**src/rtl/bcd_ctrl_pkg.sv**
```systemverilog
// Shared types and constants for the BCD adder control slice.
package bcd_ctrl_pkg;

  localparam int unsigned DIGIT_W = 4;
  localparam int unsigned SUM_W   = 5;
  localparam int unsigned IDX_W   = 4;
  localparam int unsigned BCD_MAX = 9;
  localparam int unsigned CORR    = 6;

  typedef enum logic [2:0] {
    S_IDLE,
    S_LOAD,
    S_SUM,
    S_CHECK,
    S_INC_C,
    S_PLUS6,
    S_INC_S,
    S_DONE
  } state_e;

endpackage

```
**src/rtl/bcd_digit_classify.sv**
```systemverilog
// Flags a raw 5-bit digit sum that is not a valid BCD digit and needs the +6 fix-up.
module bcd_digit_classify
  import bcd_ctrl_pkg::*;
(
  input  logic [SUM_W-1:0] digit_i,
  output logic             needs_corr_c_o
);

  assign needs_corr_c_o = (digit_i > SUM_W'(BCD_MAX));

endmodule

```
**src/rtl/bcd_add_control.sv**
```systemverilog
// Sequencer for an N-digit BCD adder datapath: load, per-digit add, optional +6 fix-up.
// Optional counter cross-check of s_i against idx_o is enabled by BCD_CTRL_CHECK_EN.
module bcd_add_control
  import bcd_ctrl_pkg::*;
#(
  parameter int unsigned N = 5
) (
  input  logic               clk,
  input  logic               rst,
  input  logic               start,
  input  logic [SUM_W-1:0]   digit_i,
  input  logic [DIGIT_W-1:0] s_i,
  output logic               state_load,
  output logic               state_sum,
  output logic               state_inc_c,
  output logic               state_plus_6_c,
  output logic               state_inc_s,
  output logic               busy,
  output logic               done,
  output logic [IDX_W-1:0]   idx_o,
  output logic               err_o
);

  state_e             state_q, state_d;
  logic [IDX_W-1:0]   idx_q, idx_d, idx_inc;
  logic               err_q, err_d;
  logic               needs_corr;
  logic               s_mismatch;

  bcd_digit_classify u_classify (
    .digit_i        (digit_i),
    .needs_corr_c_o (needs_corr)
  );

`ifdef BCD_CTRL_CHECK_EN
  assign s_mismatch = (s_i != idx_q);
`else
  logic unused_s;
  assign unused_s   = ^s_i;
  assign s_mismatch = 1'b0;
`endif

  assign idx_inc = idx_q + IDX_W'(1);

  // Next-state, digit index and sticky error update
  always_comb begin
    state_d = state_q;
    idx_d   = idx_q;
    err_d   = err_q;
    case (state_q)
      S_IDLE: begin
        if (start) begin
          state_d = S_LOAD;
          err_d   = 1'b0;
        end
      end
      S_LOAD: begin
        idx_d   = '0;
        state_d = S_SUM;
      end
      S_SUM:   state_d = S_CHECK;
      S_CHECK: begin
        state_d = needs_corr ? S_INC_C : S_INC_S;
        if (s_mismatch) err_d = 1'b1;
      end
      S_INC_C: state_d = S_PLUS6;
      S_PLUS6: state_d = S_INC_S;
      S_INC_S: begin
        idx_d   = idx_inc;
        state_d = (idx_inc == IDX_W'(N)) ? S_DONE : S_SUM;
      end
      S_DONE:  state_d = S_IDLE;
      default: state_d = S_IDLE;
    endcase
  end

  // Strobes are registered from the next state so each tracks its state exactly
  always_ff @(posedge clk or posedge rst) begin
    if (rst) begin
      state_q        <= S_IDLE;
      idx_q          <= '0;
      err_q          <= 1'b0;
      state_load     <= 1'b0;
      state_sum      <= 1'b0;
      state_inc_c    <= 1'b0;
      state_plus_6_c <= 1'b0;
      state_inc_s    <= 1'b0;
      busy           <= 1'b0;
      done           <= 1'b0;
    end else begin
      state_q        <= state_d;
      idx_q          <= idx_d;
      err_q          <= err_d;
      state_load     <= (state_d == S_LOAD);
      state_sum      <= (state_d == S_SUM);
      state_inc_c    <= (state_d == S_INC_C);
      state_plus_6_c <= (state_d == S_PLUS6);
      state_inc_s    <= (state_d == S_INC_S);
      busy           <= (state_d != S_IDLE);
      done           <= (state_d == S_DONE);
    end
  end

  assign idx_o = idx_q;
  assign err_o = err_q;

endmodule

```
**config.mk**
```make
export PLATFORM = sky130hd
export DESIGN_NAME = bcd_add_control
export DESIGN_NICKNAME = d
export VERILOG_FILES = /design/src/rtl/bcd_ctrl_pkg.sv /design/src/rtl/bcd_digit_classify.sv /design/src/rtl/bcd_add_control.sv
export SDC_FILE = /design/constraint.sdc
export NUM_CORES = 1
export LEC_CHECK = 0
export ABC_AREA = 0
export CORE_MARGIN = 8
export CORE_UTILIZATION = 35
export CTS_BUF_LIST = sky130_fd_sc_hd__clkbuf_8
export DETAILED_ROUTE_END_ITERATION = 10
export PLACE_DENSITY = 0.66
export RECOVER_POWER = 100
export SLEW_MARGIN = 20
export SYNTH_ARGS = -nofsm -noshare
export SYNTH_HDL_FRONTEND = slang
export SYNTH_SLANG_ARGS = --single-unit
```
**constraint.sdc**
```tcl
create_clock -name clk -period 2.5 [get_ports clk]
set_input_delay 0.375 -clock clk [delete_from_list [all_inputs] [get_ports clk]]
set_output_delay 0.375 -clock clk [all_outputs]
set_load 0.005 [all_outputs]
```
# Yosys cells after proc, flatten, opt, wreduce, memory -nomap -nowiden
# Cells that the tools add are included.
dict set report totals {
  output_inout_bits 12
  in_bits 12
  ff_bits 14
  wordCells 33
}
dict set report classes {
  mux 5
  add_sub_neg 1
  n_reduce_logical 3
  magnitude_cmp 1
  eq_ne 14
}
# op n
set ops {}
lappend ops {{equality test 3 bit (second input constant)} 8}
lappend ops {{one-hot mux 3 bit (8 select lines)} 1}
lappend ops {{equality test 3 x 2 -> 1 bit (second input constant)} 3}
lappend ops {{one-hot mux 4 bit (2 select lines)} 1}
lappend ops {{equality test 3 x 1 -> 1 bit (second input constant)} 2}
lappend ops {{two-way mux 3 bit} 2}
lappend ops {{greater-than comparator 5 x 4 -> 1 bit (second input constant)} 1}
lappend ops {{adder 4 x 1 -> 4 bit (second input constant)} 1}
lappend ops {{equality test 4 x 3 -> 1 bit (second input constant)} 1}
lappend ops {{logical NOT 3 bit} 1}
lappend ops {{nonzero test 3 bit} 1}
lappend ops {{two-way mux 2 bit} 1}
lappend ops {{nonzero test 2 bit} 1}

# Logic depth before layout (Yosys ltp)
# Gate-level depths: netlist (run 1).
dict set report logic_depth {
  word_depth 5
  depth_mapped 5
  depth_no_buf 4
}

# Cells and area by module
# Synthesis (run 1) repeated with hierarchy kept, for this count alone.
dict set report unflattened {
  hier_cells 76
  area_unflattened_um2 769.5
}
# mod seq_area_each_um2 cells_each instances area_per_inst_um2
set by_module_without_submodules {}
lappend by_module_without_submodules {bcd_add_control 350.3 74 1 758.2}
lappend by_module_without_submodules {bcd_digit_classify 0.0 2 1 11.3}

# Worst setup path after synthesis (run 1)
# No wires, ideal clock.
dict set report synth_path {
  path_type {register to register}
  startpoint {register idx_q[0], in the netlist idx_o[0]}
  endpoint {register state_q[0]}
  setup_ns 0.076
  n_path_buf 0
  period_less_slack_ns 1.392
  path_slack_ns 1.108
  required_ns 2.424
  arrival_ns 1.316
  stages_incl_launch_ff 5
  cell_sequence {dfrtp_1 -> ha_1 -> xnor2_1 -> or3b_4 -> o21ai_1}
}
dict set report synth_between {
  elab_chain_cells 4
}
# element line
set synth_lines {}
lappend synth_lines {{from (decl)} bcd_add_control.sv:25} ;# logic [IDX_W-1:0] idx_q, idx_d, idx_inc;
lappend synth_lines {{from (signal assigned)} bcd_add_control.sv:92} ;# idx_q <= idx_d;
lappend synth_lines {{adder 4 x 1 -> 4 bit} bcd_add_control.sv:43} ;# assign idx_inc = idx_q + IDX_W'(1);
lappend synth_lines {{equality test 4 x 3 -> 1 bit} bcd_add_control.sv:70} ;# state_d = (idx_inc == IDX_W'(N)) ? S_DONE : S_SUM;
lappend synth_lines {{two-way mux 3 bit} bcd_add_control.sv:70}
lappend synth_lines {{one-hot mux 3 bit (8 select lines)} bcd_add_control.sv:50} ;# case (state_q)
lappend synth_lines {{net state_d[0]} bcd_add_control.sv:24} ;# state_e state_q, state_d;
lappend synth_lines {{to (signal assigned)} bcd_add_control.sv:91} ;# state_q <= state_d;
lappend synth_lines {{to (decl)} bcd_add_control.sv:24}
# The timed path passes the listed nets, and every way through them passes these cells.
# A chain may end at the register's enable or synchronous reset.

# Worst setup path after layout (run 1)
dict set report layout_path {
  startpoint {register idx_q[0], in the netlist idx_o[0]}
  endpoint {output port idx_o[0]}
}
# element line
set layout_lines {}
lappend layout_lines {{to (decl)} bcd_add_control.sv:20} ;# output logic [IDX_W-1:0] idx_o,
# No word-level cell between the ends.

==> results of run 1 <==
synthesized netlist by cell type, types with 2 or more instances:
cell type / count
sky130_fd_sc_hd__nand2b_1: 3
sky130_fd_sc_hd__nand2_1: 3
sky130_fd_sc_hd__a21oi_1: 11
sky130_fd_sc_hd__nor3b_1: 2
sky130_fd_sc_hd__ha_1: 2
sky130_fd_sc_hd__nor2_1: 6
sky130_fd_sc_hd__o21ai_1: 2
sky130_fd_sc_hd__o21ai_0: 2
sky130_fd_sc_hd__nor2b_1: 3
sky130_fd_sc_hd__dfrtp_1: 14
sky130_fd_sc_hd__xor2_1: 2
sky130_fd_sc_hd__a311oi_1: 2
sky130_fd_sc_hd__inv_1: 6
sky130_fd_sc_hd__buf_4: 3
sky130_fd_sc_hd__xnor2_1: 2
how the worst max path moves through the flow:
stage,cells past startpoint,endpoint,startpoint
floorplan,4,state_q[0],idx_o[0]
global placement,4,state_sum,digit_i[1]
detailed placement,4,state_sum,digit_i[1]
CTS,1,idx_o[0],idx_o[0]
global route,1,idx_o[0],idx_o[0]
finish,1,idx_o[0],idx_o[0]
per-layer routing:
metal | vias to the layer above | global-route usage
met4 | 0 | 0.008746
met2 | 18 | 0.1229
met1 | 268 | 0.09454
met5 | - | 0
met3 | 0 | 0.04301
li1 | 286 | -
kinds of logic after synthesis:
| kind of cell | after synthesis | synth area share |
|---|---|---|
| buffers and inverters | 11 | 0.08026 |
| other | 1 | 0.005012 |
| and+or+nand+nor | 27 | 0.2291 |
| adders and majority gates | 2 | 0.03344 |
| muxes | 1 | 0.01338 |
| AOI/OAI and AO/OA | 17 | 0.1237 |
| DFF | 14 | 0.4682 |
| xor gates and xnor gates | 4 | 0.04683 |
flip-flops by register name, indices dropped and copies added, names as in the netlist:
signal	cells
busy	1
state_sum	1
state_q	3
state_plus_6_c	1
idx_o	4
state_load	1
state_inc_c	1
done	1
state_inc_s	1
per-stage QoR:
step	utilization	power, mW	instance area [um^2]	hold WS [ps]	setup WS, ps
2_1_floorplan	-	0.6565	748.2	264.2	1108
3_3_place_gp	0.4615	0.7563	914.6	619.5	867.2
3_5_place_dp	0.4615	0.7686	914.6	639.5	849.6
4_1_cts	0.4893	0.9946	969.7	495.6	873.9
5_1_grt	0.4817	1.025	954.7	672.6	775.7
6_report	0.4817	0.9442	954.7	611.2	825.9
report_power, final:
part | leakage (nW) | internal, mW | switching [mW]
clock | 0.0288 | 0.139 | 0.0816
sequential | 0.181 | 0.291 | 0.103
combinational | 0.219 | 0.178 | 0.150
total | 0.429 | 0.609 | 0.335
area by class of cell:
class                   instances  area (um^2)  area share
multi-input cells              52        322.8      0.3381
repair buffers                 17        170.2      0.1782
inverters                       6        22.52     0.02359
flip-flops and latches         14        350.3      0.3670
well taps                      27        33.78     0.03539
clock buffers                   4        55.05     0.05767
cells in the final DEF (no fill, tap or decap):
| cell type | synthesis | routed |
|---|---|---|
| sky130_fd_sc_hd__a21oi_1 | 11 | 11 |
| sky130_fd_sc_hd__a311oi_1 | 2 | 2 |
| sky130_fd_sc_hd__and2_1 | 1 | 1 |
| sky130_fd_sc_hd__and2b_1 | 1 | 1 |
| sky130_fd_sc_hd__clkbuf_8 | 0 | 4 |
| sky130_fd_sc_hd__clkdlybuf4s50_1 | 0 | 4 |
| sky130_fd_sc_hd__conb_1 | 1 | 1 |
| sky130_fd_sc_hd__dfrtp_1 | 14 | 14 |
| sky130_fd_sc_hd__dlygate4sd3_1 | 0 | 13 |
| sky130_fd_sc_hd__ha_1 | 2 | 2 |
| sky130_fd_sc_hd__inv_1 | 6 | 6 |
| sky130_fd_sc_hd__mux2i_1 | 1 | 1 |
| sky130_fd_sc_hd__nand2_1 | 3 | 3 |
| sky130_fd_sc_hd__nand2b_1 | 3 | 3 |
| sky130_fd_sc_hd__nand3_1 | 1 | 1 |
| sky130_fd_sc_hd__nand3b_1 | 0 | 1 |
| sky130_fd_sc_hd__nor2_1 | 6 | 6 |
| sky130_fd_sc_hd__nor2b_1 | 3 | 3 |
| sky130_fd_sc_hd__nor3_1 | 1 | 1 |
| sky130_fd_sc_hd__nor3b_1 | 2 | 2 |
| sky130_fd_sc_hd__nor4_1 | 1 | 1 |
| sky130_fd_sc_hd__nor4b_1 | 1 | 1 |
| sky130_fd_sc_hd__o21ai_0 | 2 | 4 |
| sky130_fd_sc_hd__or3_1 | 1 | 1 |
| sky130_fd_sc_hd__or3b_1 | 1 | 2 |
| sky130_fd_sc_hd__xnor2_1 | 2 | 2 |
| sky130_fd_sc_hd__xor2_1 | 2 | 2 |
==> results.md, run 1 <==
| Quantity | Value | Unit |
|---|---|---|
| Number of register bits inferred by synthesis | 14 | - |
| Count of unresolved DRC violations after routing | 0 | - |
| Setup crit start kind | register | - |
| Vias/cell | 4.767 | - |
| Global-route total usage across every layer | 0.07858 | - |
| Final cycle utilization of the critical path | 0.6697 | - |
| Total clock buffers created by CTS | 3 | - |
| Net count of the mapped netlist | 91 | - |
| Top layer in use | met3 | - |
| Die extent in y | 62.24 | um |
| Antenna violations before repair | 0 | - |
| Type of the most critical hold path | input port to asynchronous set/reset pin | - |
| Number of vias in the routed layout | 572 | - |
| Min Clock Period, post-route | 1674 | ps |
| Status | finished, final reports clean | - |
| Crit path cell chain | dlygate4sd3_1 | - |
| Critical register-to-register path startpoint | state_q[1] | - |
| Total Die Area | 3873 | um^2 |
| TritonRoute pass-1 iters | 3 | - |
| Fraction of final layout cells sized beyond drive strength 1 | 0.04301 | - |
| CP max stage delay | 610 | ps |
| Sequential area share after synthesis | 0.4682 | - |
| Reg2Reg Capture Point | state_q[0] | - |
| Detailed Route WL | 1494 | um |
| Layout filler cell count | 191 | - |
| Worst rel slew slack | 0.6437 | - |
| Crit-path leading delay family | buffers and inverters | - |
| Clock latency on the worst-skew pair | 240 | ps |
| Antenna cells | 0 | - |
| Area of the placeable core | 1982 | um^2 |
| Number of enable flip-flop cells after synthesis | 0 | - |
| Crit-path slowest cell | sky130_fd_sc_hd__dlygate4sd3_1 | - |
| CP Capture Type | output port | - |
| Final Skew | 3.324 | ps |
| Clock tree from TritonCTS | yes | - |
| WP buf/inv | 1 | - |
| Width of the chip | 62.24 | um |
| Worst Reg2Reg Path Length in Cells | 3 | - |
| Proportion of netlist area held by the largest area contributor | 0.4682 | - |
| Number of hold buffers added after cts | 0 | - |
| Top post-synthesis cells by area | sky130_fd_sc_hd__dfrtp_1, sky130_fd_sc_hd__a21oi_1, sky130_fd_sc_hd__ha_1 | - |
| Cells after synthesis | 77 | - |
| Critical path data required time | 2120 | ps |
| Initial core utilization | 0.3775 | - |
| Number of H-tree branching levels | 1 | - |
| Number of routed nets with antenna violations | 0 | - |
| Largest voltage drop on the vdd net | 0.6820 | mV |
| Kind of critical path | register to output port | - |
| Post-CTS setup buffer count | 0 | - |
| Pwr per Cell Area | 989.0 | nW/um^2 |
| RD Place Congestion | 0.8202 | - |
| Total negative slack for setup checks | 0 | ps |
| Mapped cell area | 748.2 | um^2 |
| Fin cells | 120 | - |
| Final number of setup-violating endpoints | 0 | - |
| Number of global-route vias before repair | 591 | - |
| Cts repair resizes | 0 | - |
| RSZ-0062 raised after global routing | false | - |
| Met2 wire len | 663 | um |
| Number of rows in the core area | 16 | - |
| Area growth, synth to finish | 27.59 | % |
| Port buffer count | 17 | - |
| Starting DRT DRC Count | 3 | - |
| Leakage dissipation | 0.4287 | nW |
| Number of nets in the final layout | 108 | - |
| Transition at the pin with the smallest max-transition slack | 533.9 | ps |
| Number of placed instances with taps included | 116 | - |
| Largest driver fanout on the critical path | 7 | - |
| Global-route wire length before repair | 2601 | um |
| DR WL/cell | 12.45 | um |
| Slack of the worst reg-to-reg path | 970 | ps |
| Number of buffers on the longest clock path | 2 | - |
| Clock sink total | 14 | - |
| Number of max-slew violations in the final report | 0 | - |
| Highest clock frequency the design can meet | 0.5973 | GHz |
| CP Data Arrival Time | 1300 | ps |
| Clock-pin slew on the worst setup and hold paths | 60 | ps |
| Largest net degree at the start of global routing | 18 | - |
| Mean instance size in the synthesized netlist | 9.717 | um^2 |
| Final HPWL DP | 1071 | um |
| Asr flop ratio synth | 1.000 | - |
| Detailed-routed wire length on met3 | 125 | um |
| Top cell type by total area after synthesis | sky130_fd_sc_hd__dfrtp_1 | - |
| Synth warn | 0 | - |
| WL met1 | 705 | um |
| Distinct cell type count after synthesis | 29 | - |
| Commonest register cell after synthesis | sky130_fd_sc_hd__dfrtp_1 | - |
| Number of top-level design ports | 24 | - |
| Maximum capacitance violations | 0 | - |
| Cell chosen for the clock root | sky130_fd_sc_hd__clkbuf_8 | - |
| Number of failing hold endpoints at the final stage | 0 | - |
| Overall overflow remaining after global route | 0 | - |
Power figures use the tool's default switching activity.
==> run 2, diff against run 1 <==
Settings changed: PLACE_DENSITY 0.66 to 0.69.
Clock period 2.5 ns to 1.5 ns, I/O delays scaled along.
==> run 2 against run 1 <==
  * Sequential cell count is the same
  * Critical path depth increased by 3
  * Largest cell class unchanged
  * Via count increased by 4.5%
  * Clock power up 64%
  * Non-clock buffer count grew 6
  * Die area stayed put
  * Core utilization rose by 2.9 points
  * Routed wire length increased by 2.4%
  * Global-route usage is 0.27 points higher
  * Power is 79% higher
  * Setup slack lost 770 ps
  * Critical path type is now register to register
  * Clock skew shrank 2.9 ps
==> results.md, run 2 (same netlist as run 1, synthesis figures left out) <==
| Quantity | Value | Unit | vs previous |
|---|---|---|---|
| Status | finished, final reports clean | - | unchanged |
| Global-route wire length before repair | 2587 | um | was 2601 um |
| Min Clock Period, post-route | 1445 | ps |  |
| Fin util | 0.5107 | - | was 0.4817 |
| Number of routed nets with antenna violations | 0 | - | unchanged |
| Vias/cell | 4.746 | - | was 4.767 |
| Number of top-level design ports | 24 | - | unchanged |
| Crit path cell chain | and2b_1 -> clkbuf_1 -> nor2_1 -> a311oi_1 | - | was dlygate4sd3_1 |
| Number of failing hold endpoints at the final stage | 0 | - | unchanged |
| Final number of setup-violating endpoints | 0 | - | unchanged |
| Critical path data required time | 1630 | ps | was 2120 ps |
| Initial core utilization | 0.3775 | - | unchanged |
| Final cycle utilization of the critical path | 0.9632 | - |  |
| Number of nets in the final layout | 114 | - | was 108 |
| Worst Reg2Reg Path Length in Cells | 4 | - | was 3 |
| Number of vias in the routed layout | 598 | - | was 572 |
| Post-route total power | 1.689 | mW | was 0.9442 mW |
| Worst slack at placement | 43.58 | ps | was 849.6 ps |
| Antenna violations before repair | 0 | - | unchanged |
| Largest driver fanout on the critical path | 11 | - | was 7 |
| Crit-path slowest cell | sky130_fd_sc_hd__dfrtp_1 | - | was sky130_fd_sc_hd__dlygate4sd3_1 |
| Final Skew | 0.4518 | ps | was 3.324 ps |
| Clock sink total | 14 | - | unchanged |
| Layout filler cell count | 193 | - | was 191 |
| Largest net degree at the start of global routing | 15 | - | was 18 |
| Detailed Route WL | 1530 | um | was 1494 um |
| Setup crit start kind | register | - | unchanged |
| Cts repair resizes | 0 | - | unchanged |
| Clock-pin slew on the worst setup and hold paths | 60 | ps | about the same |
| Worst rel slew slack | 0.6514 | - | was 0.6437 |
| Pwr per Cell Area | 1668 | nW/um^2 | was 989.0 nW/um^2 |
| Most frequent standard cell in the layout excluding fill and tap cells | sky130_fd_sc_hd__dfrtp_1 | - | unchanged |
| Final HPWL DP | 1149 | um | was 1071 um |
| Max FFs per register | 4 | - | unchanged |
| WP buf/inv | 1 | - | unchanged |
| Global-route total usage across every layer | 0.08129 | - | was 0.07858 |
| Die extent in y | 62.24 | um | unchanged |
| Width of the chip | 62.24 | um | unchanged |
| Cell chosen for the clock root | sky130_fd_sc_hd__clkbuf_8 | - | unchanged |
| Commonest non-fill, non-tap cells in the layout | sky130_fd_sc_hd__dfrtp_1, sky130_fd_sc_hd__a21oi_1, sky130_fd_sc_hd__clkdlybuf4s50_1, sky130_fd_sc_hd__dlygate4sd3_1 | - | was sky130_fd_sc_hd__dfrtp_1, sky130_fd_sc_hd__dlygate4sd3_1, sky130_fd_sc_hd__a21oi_1, sky130_fd_sc_hd__inv_1, sky130_fd_sc_hd__nor2_1 |
| Clock latency on the worst-skew pair | 240 | ps | about the same |
| Count of unresolved DRC violations after routing | 0 | - | unchanged |
| CP Capture Type | register | - | was output port |
| Kind of critical path | register to register | - | was register to output port |
| CP max stage delay | 550 | ps | was 610 ps |
| Number of buffers on the longest clock path | 2 | - | unchanged |
| Type of the most critical hold path | input port to asynchronous set/reset pin | - | unchanged |
| Number of hold buffers added after cts | 0 | - | unchanged |
| Number of global-route vias before repair | 575 | - | was 591 |
| Total Die Area | 3873 | um^2 | unchanged |
| RD Place Congestion | 0.8926 | - | was 0.8202 |
| Number of H-tree branching levels | 1 | - | unchanged |
| Antenna cells | 0 | - | unchanged |
| Area of the placeable core | 1982 | um^2 | unchanged |
| DR WL/cell | 12.14 | um | was 12.45 um |
| Largest voltage drop on the vdd net | 0.7999 | mV | was 0.6820 mV |
| TritonRoute pass-1 iters | 4 | - | was 3 |
| Number of rows in the core area | 16 | - | unchanged |
| Maximum capacitance violations | 0 | - | unchanged |
| CP Depth | 4 | - | was 1 |
| Number of max-slew violations in the final report | 0 | - | unchanged |
| Total clock buffers created by CTS | 3 | - | unchanged |
| Starting DRT DRC Count | 11 | - | was 3 |
| Setup slack after layout | 55.20 | ps | was 825.9 ps |
| Highest clock frequency the design can meet | 0.6921 | GHz |  |
| Crit-path leading delay family | flip-flops | - | was buffers and inverters |
| Fraction of final layout cells sized beyond drive strength 1 | 0.1111 | - | was 0.04301 |
| Clock tree from TritonCTS | yes | - | unchanged |
| Port buffer count | 17 | - | unchanged |
| Overall overflow remaining after global route | 0 | - | unchanged |
| CP Data Arrival Time | 1570 | ps | was 1300 ps |
| Total negative slack for setup checks | 0 | ps | unchanged |
| Transition at the pin with the smallest max-transition slack | 522.3 | ps | was 533.9 ps |
| Post-CTS setup buffer count | 0 | - | unchanged |
| Area growth, synth to finish | 35.28 | % | was 27.59% |
| Leakage dissipation | 0.4714 | nW | was 0.4287 nW |
-- run 2: metal layers --
metal | GRT usage | vias up | part of all wire
met5 | 0 | - | 0
met4 | 0.04373 | 0 | 0.015
met3 | 0.03405 | 4 | 0.060
met2 | 0.1177 | 18 | 0.44
met1 | 0.09916 | 277 | 0.48
li1 | - | 299 | -
-- run 2: stage by stage --
stage,std cells,hold slack [ps],cell area [um^2]
6_report,126,460.3,1012
4_1_cts,126,342.1,1015
2_1_floorplan,77,114.2,748.2
3_3_place_gp,122,593.7,959.7
3_5_place_dp,122,598.3,959.7
5_1_grt,126,511.7,1012
-- run 2: worst paths after layout --
check,endpoint,slack (ps),from
max,idx_o[1],60,state_q[2]
min,state_inc_c,460,rst
max reg2reg,idx_o[1],60,state_q[2]
min reg2reg,idx_o[3],630,idx_o[3]
max in group asynchronous,idx_o[3],660,rst
min in group clk,state_inc_c,550,digit_i[4]
-- run 2: power breakdown --
group	switching [mW]	total [mW]	internal, mW	leakage (nW)
clock	0.130	0.362	0.232	0.0288
sequential	0.109	0.596	0.487	0.180
combinational	0.348	0.730	0.382	0.263
total	0.588	1.69	1.10	0.471
-- run 2: final cells by class --
cell class	instances	area, um^2	area share
flip-flops and latches	14	351.6	0.3473
multi-input cells	52	335.3	0.3313
repair buffers	23	214.0	0.2114
clock buffers	4	55.05	0.05439
well taps	27	33.78	0.03337
inverters	6	22.52	0.02225
==> run 3, diff against run 2 <==
Settings changed: ABC_AREA 0 to 1, PLACE_DENSITY 0.69 to 0.78.
==> run 3 against run 2 <==
  * Core utilization is 1.5 points lower
  * Setup slack better by 15 ps
  * Global-route usage is 0.40 points higher
  * Critical path depth is 3 lower
  * Count of clock-buffer cells in the layout stayed put
  * Final cell count is 1.6% lower
  * Largest power group unchanged
==> results.md, run 3 <==
| Quantity | Value | Unit | vs previous |
|---|---|---|---|
| Number of buffers on the longest clock path | 2 | - | unchanged |
| Cells after synthesis | 77 | - | unchanged |
| Commonest non-fill, non-tap cells in the layout | sky130_fd_sc_hd__inv_1, sky130_fd_sc_hd__nand2_1, sky130_fd_sc_hd__dfrtp_1, sky130_fd_sc_hd__dlygate4sd3_1, sky130_fd_sc_hd__clkdlybuf4s50_1 | - | was sky130_fd_sc_hd__dfrtp_1, sky130_fd_sc_hd__a21oi_1, sky130_fd_sc_hd__clkdlybuf4s50_1, sky130_fd_sc_hd__dlygate4sd3_1 |
| Top cells by count, synth | sky130_fd_sc_hd__inv_1, sky130_fd_sc_hd__nand2_1, sky130_fd_sc_hd__dfrtp_1, sky130_fd_sc_hd__nor2_1, sky130_fd_sc_hd__o21ai_0 | - | was sky130_fd_sc_hd__dfrtp_1, sky130_fd_sc_hd__a21oi_1, sky130_fd_sc_hd__inv_1, sky130_fd_sc_hd__nor2_1 |
| Crit path cell chain | dlygate4sd3_1 | - | was and2b_1 -> clkbuf_1 -> nor2_1 -> a311oi_1 |
| WP buf/inv | 1 | - | unchanged |
| Min Clock Period, post-route | 1430 | ps | was 1445 ps |
| Vias/cell | 4.403 | - | was 4.746 |
| Mapped cell area | 700.7 | um^2 | was 748.2 um^2 |
| Antenna violations before repair | 0 | - | unchanged |
| Asr flop ratio synth | 1.000 | - | unchanged |
| Setup crit start kind | register | - | unchanged |
| Number of routed nets with antenna violations | 0 | - | unchanged |
| Highest clock frequency the design can meet | 0.6993 | GHz | was 0.6921 GHz |
| Proportion of netlist area held by the largest area contributor | 0.5000 | - | was 0.4682 |
| Fraction of final layout cells sized beyond drive strength 1 | 0.1134 | - | was 0.1111 |
| Area of the placeable core | 1922 | um^2 | was 1982 um^2 |
| Number of top-level design ports | 24 | - | unchanged |
| Number of global-route vias before repair | 573 | - | was 575 |
| Overall overflow remaining after global route | 0 | - | unchanged |
| Top post-synthesis cells by area | sky130_fd_sc_hd__dfrtp_1, sky130_fd_sc_hd__inv_1, sky130_fd_sc_hd__nand2_1 | - | was sky130_fd_sc_hd__dfrtp_1, sky130_fd_sc_hd__a21oi_1, sky130_fd_sc_hd__ha_1 |
| Clock sink total | 14 | - | unchanged |
| Clock-pin slew on the worst setup and hold paths | 60 | ps | about the same |
| Area of all placed cells without fillers | 952.2 | um^2 | was 1012 um^2 |
| Final HPWL DP | 1135 | um | was 1149 um |
| Port buffer count | 17 | - | unchanged |
| Leakage dissipation | 0.4702 | nW | was 0.4714 nW |
| Maximum capacitance violations | 0 | - | unchanged |
| Number of H-tree branching levels | 1 | - | unchanged |
| Final cycle utilization of the critical path | 0.9533 | - | was 0.9632 |
| DR WL/cell | 11.35 | um | was 12.14 um |
| Worst Reg2Reg Path Length in Cells | 9 | - | was 4 |
| Width of the chip | 60.74 | um | was 62.24 um |
| Top cell type by total area after synthesis | sky130_fd_sc_hd__dfrtp_1 | - | unchanged |
| Net count of the mapped netlist | 91 | - | unchanged |
| Final worst hold slack | 446.6 | ps | was 460.3 ps |
| Count of unresolved DRC violations after routing | 0 | - | unchanged |
| Largest net degree at the start of global routing | 15 | - | unchanged |
| Mean instance size in the synthesized netlist | 9.100 | um^2 | was 9.717 um^2 |
| Final number of setup-violating endpoints | 0 | - | unchanged |
| Crit-path leading delay family | buffers and inverters | - | was flip-flops |
| Global-route wire length before repair | 2332 | um | was 2587 um |
| Number of max-slew violations in the final report | 0 | - | unchanged |
| Number of register bits inferred by synthesis | 14 | - | unchanged |
| Fin cells | 124 | - | was 126 |
| Critical register-to-register path startpoint | idx_o[0] | - | was state_q[2] |
| Pwr per Cell Area | 1938 | nW/um^2 | was 1668 nW/um^2 |
| RD Place Congestion | 0.7675 | - | was 0.8926 |
| TritonRoute pass-1 iters | 4 | - | unchanged |
| Cell chosen for the clock root | sky130_fd_sc_hd__clkbuf_8 | - | unchanged |
| CP max stage delay | 580 | ps | was 550 ps |
| Commonest register cell after synthesis | sky130_fd_sc_hd__dfrtp_1 | - | unchanged |
| Crit-path slowest cell | sky130_fd_sc_hd__dlygate4sd3_1 | - | was sky130_fd_sc_hd__dfrtp_1 |
| RSZ-0062 raised after global routing | false | - |  |
| Detailed Route WL | 1408 | um | was 1530 um |
| Max FFs per register | 4 | - | unchanged |
| Number of hold buffers added after cts | 0 | - | unchanged |
| Number of nets in the final layout | 112 | - | was 114 |
| Clock latency on the worst-skew pair | 240 | ps | about the same |
| Type of the most critical hold path | input port to asynchronous set/reset pin | - | unchanged |
| Total negative slack for setup checks | 0 | ps | unchanged |
| Die extent in y | 60.74 | um | was 62.24 um |
| Area growth, synth to finish | 35.89 | % | was 35.28% |
| Critical path data required time | 1270 | ps | was 1630 ps |
| Instance area after placement | 897.1 | um^2 | was 959.7 um^2 |
| Number of enable flip-flop cells after synthesis | 0 | - | unchanged |
| Number of failing hold endpoints at the final stage | 0 | - | unchanged |
| Sequential area share after synthesis | 0.5000 | - | was 0.4682 |
| Global-route total usage across every layer | 0.08532 | - | was 0.08129 |
| Total clock buffers created by CTS | 3 | - | unchanged |
| Distinct cell type count after synthesis | 20 | - | was 29 |
| Initial core utilization | 0.3646 | - | was 0.3775 |
| Number of rows in the core area | 16 | - | unchanged |
| Final Skew | 1.731 | ps | was 0.4518 ps |
| Kind of critical path | register to output port | - | was register to register |
| Clock tree from TritonCTS | yes | - | unchanged |
| Reg2Reg Capture Point | state_inc_c | - | was idx_o[1] |
| Largest voltage drop on the vdd net | 0.8603 | mV | was 0.7999 mV |
| Number of placed instances with taps included | 120 | - | was 122 |
| Status | finished, final reports clean | - | unchanged |
| Largest driver fanout on the critical path | 3 | - | was 11 |
| Synth warn | 0 | - | unchanged |
| Starting DRT DRC Count | 12 | - | was 11 |
| Post-CTS setup buffer count | 0 | - | unchanged |
| Antenna cells | 0 | - | unchanged |
| CP Data Arrival Time | 1200 | ps | was 1570 ps |
| Number of vias in the routed layout | 546 | - | was 598 |
| CP Capture Type | output port | - | was register |
| Total Die Area | 3689 | um^2 | was 3873 um^2 |
| Slack of the worst reg-to-reg path | 100 | ps | was 60 ps |
| Post-route total power | 1.845 | mW | was 1.689 mW |
run 3: cell types whose count changed in the layout (fill, tap and decap cells not counted), moves of 3 or more:
| cell | delta |
|---|---|
| sky130_fd_sc_hd__buf_4 | -5 |
| sky130_fd_sc_hd__o21ai_0 | +4 |
| sky130_fd_sc_hd__nand2b_1 | -3 |
| sky130_fd_sc_hd__nand3_1 | +3 |
| sky130_fd_sc_hd__nor2b_1 | -3 |
| sky130_fd_sc_hd__nand2_1 | +12 |
| sky130_fd_sc_hd__inv_1 | +9 |
| sky130_fd_sc_hd__a21oi_1 | -10 |
run 3: layer usage:
metal,vias to the layer above,GRT usage,part of all wire
li1,277,-,-
met1,257,0.07787,0.35
met2,10,0.1659,0.58
met3,2,0.01907,0.054
met4,0,0.04983,0.016
met5,-,0,0
run 3: layout make-up:
cell class	count	area, um^2
timing repair buffer	17	170.2
tap	27	33.78
sequential	14	350.3
multi-input combinational	47	286.5
clock buffer	4	55.05
inverter	15	56.30
fill	193	969.7
run 3: worst max-delay path by stage:
stage	to	cells after the start	from	slack (ps)
6_report	idx_o[3]	1	idx_o[3]	70
5_1_grt	state_sum	9	idx_o[0]	9
4_1_cts	state_inc_c	9	idx_o[0]	40
3_5_place_dp	state_inc_c	7	digit_i[2]	40
3_3_place_gp	state_inc_c	7	digit_i[1]	50
2_1_floorplan	state_inc_c	9	idx_o[0]	180
run 3: logic make-up (layout without fill, tap and decap cells):
| kind of cell | Yosys count | count (layout) | share of synthesized area |
|---|---|---|---|
| AO/OA/AOI/OAI | 10 | 10 | 0.1000 |
| adder cells (fa/ha/maj) | 2 | 2 | 0.03571 |
| buffers and inverters | 16 | 36 | 0.09107 |
| flip-flops | 14 | 14 | 0.5000 |
| other | 1 | 1 | 0.005352 |
| AND/OR/NAND/NOR | 34 | 34 | 0.2679 |
run 3: timing repair:
item                                    in CTS  in global routing
endpoints found under the setup margin       0                  3
resized for setup                            0                  1
hold endpoints to repair                     0                  0
run 3: stage by stage:
stage | worst slack [ps] | util
global route | 8.731 | 0.4954
global placement | 54.32 | 0.4668
detailed placement | 36.34 | 0.4668
CTS | 41.70 | 0.4954
floorplan | 178.1 | -
finish | 70.06 | 0.4954
run 3: where the power goes:
part	total [mW]	switching [mW]	internal [mW]
clock network	0.359	0.127	0.232
logic	0.854	0.471	0.383
registers	0.632	0.116	0.516
total	1.85	0.713	1.13
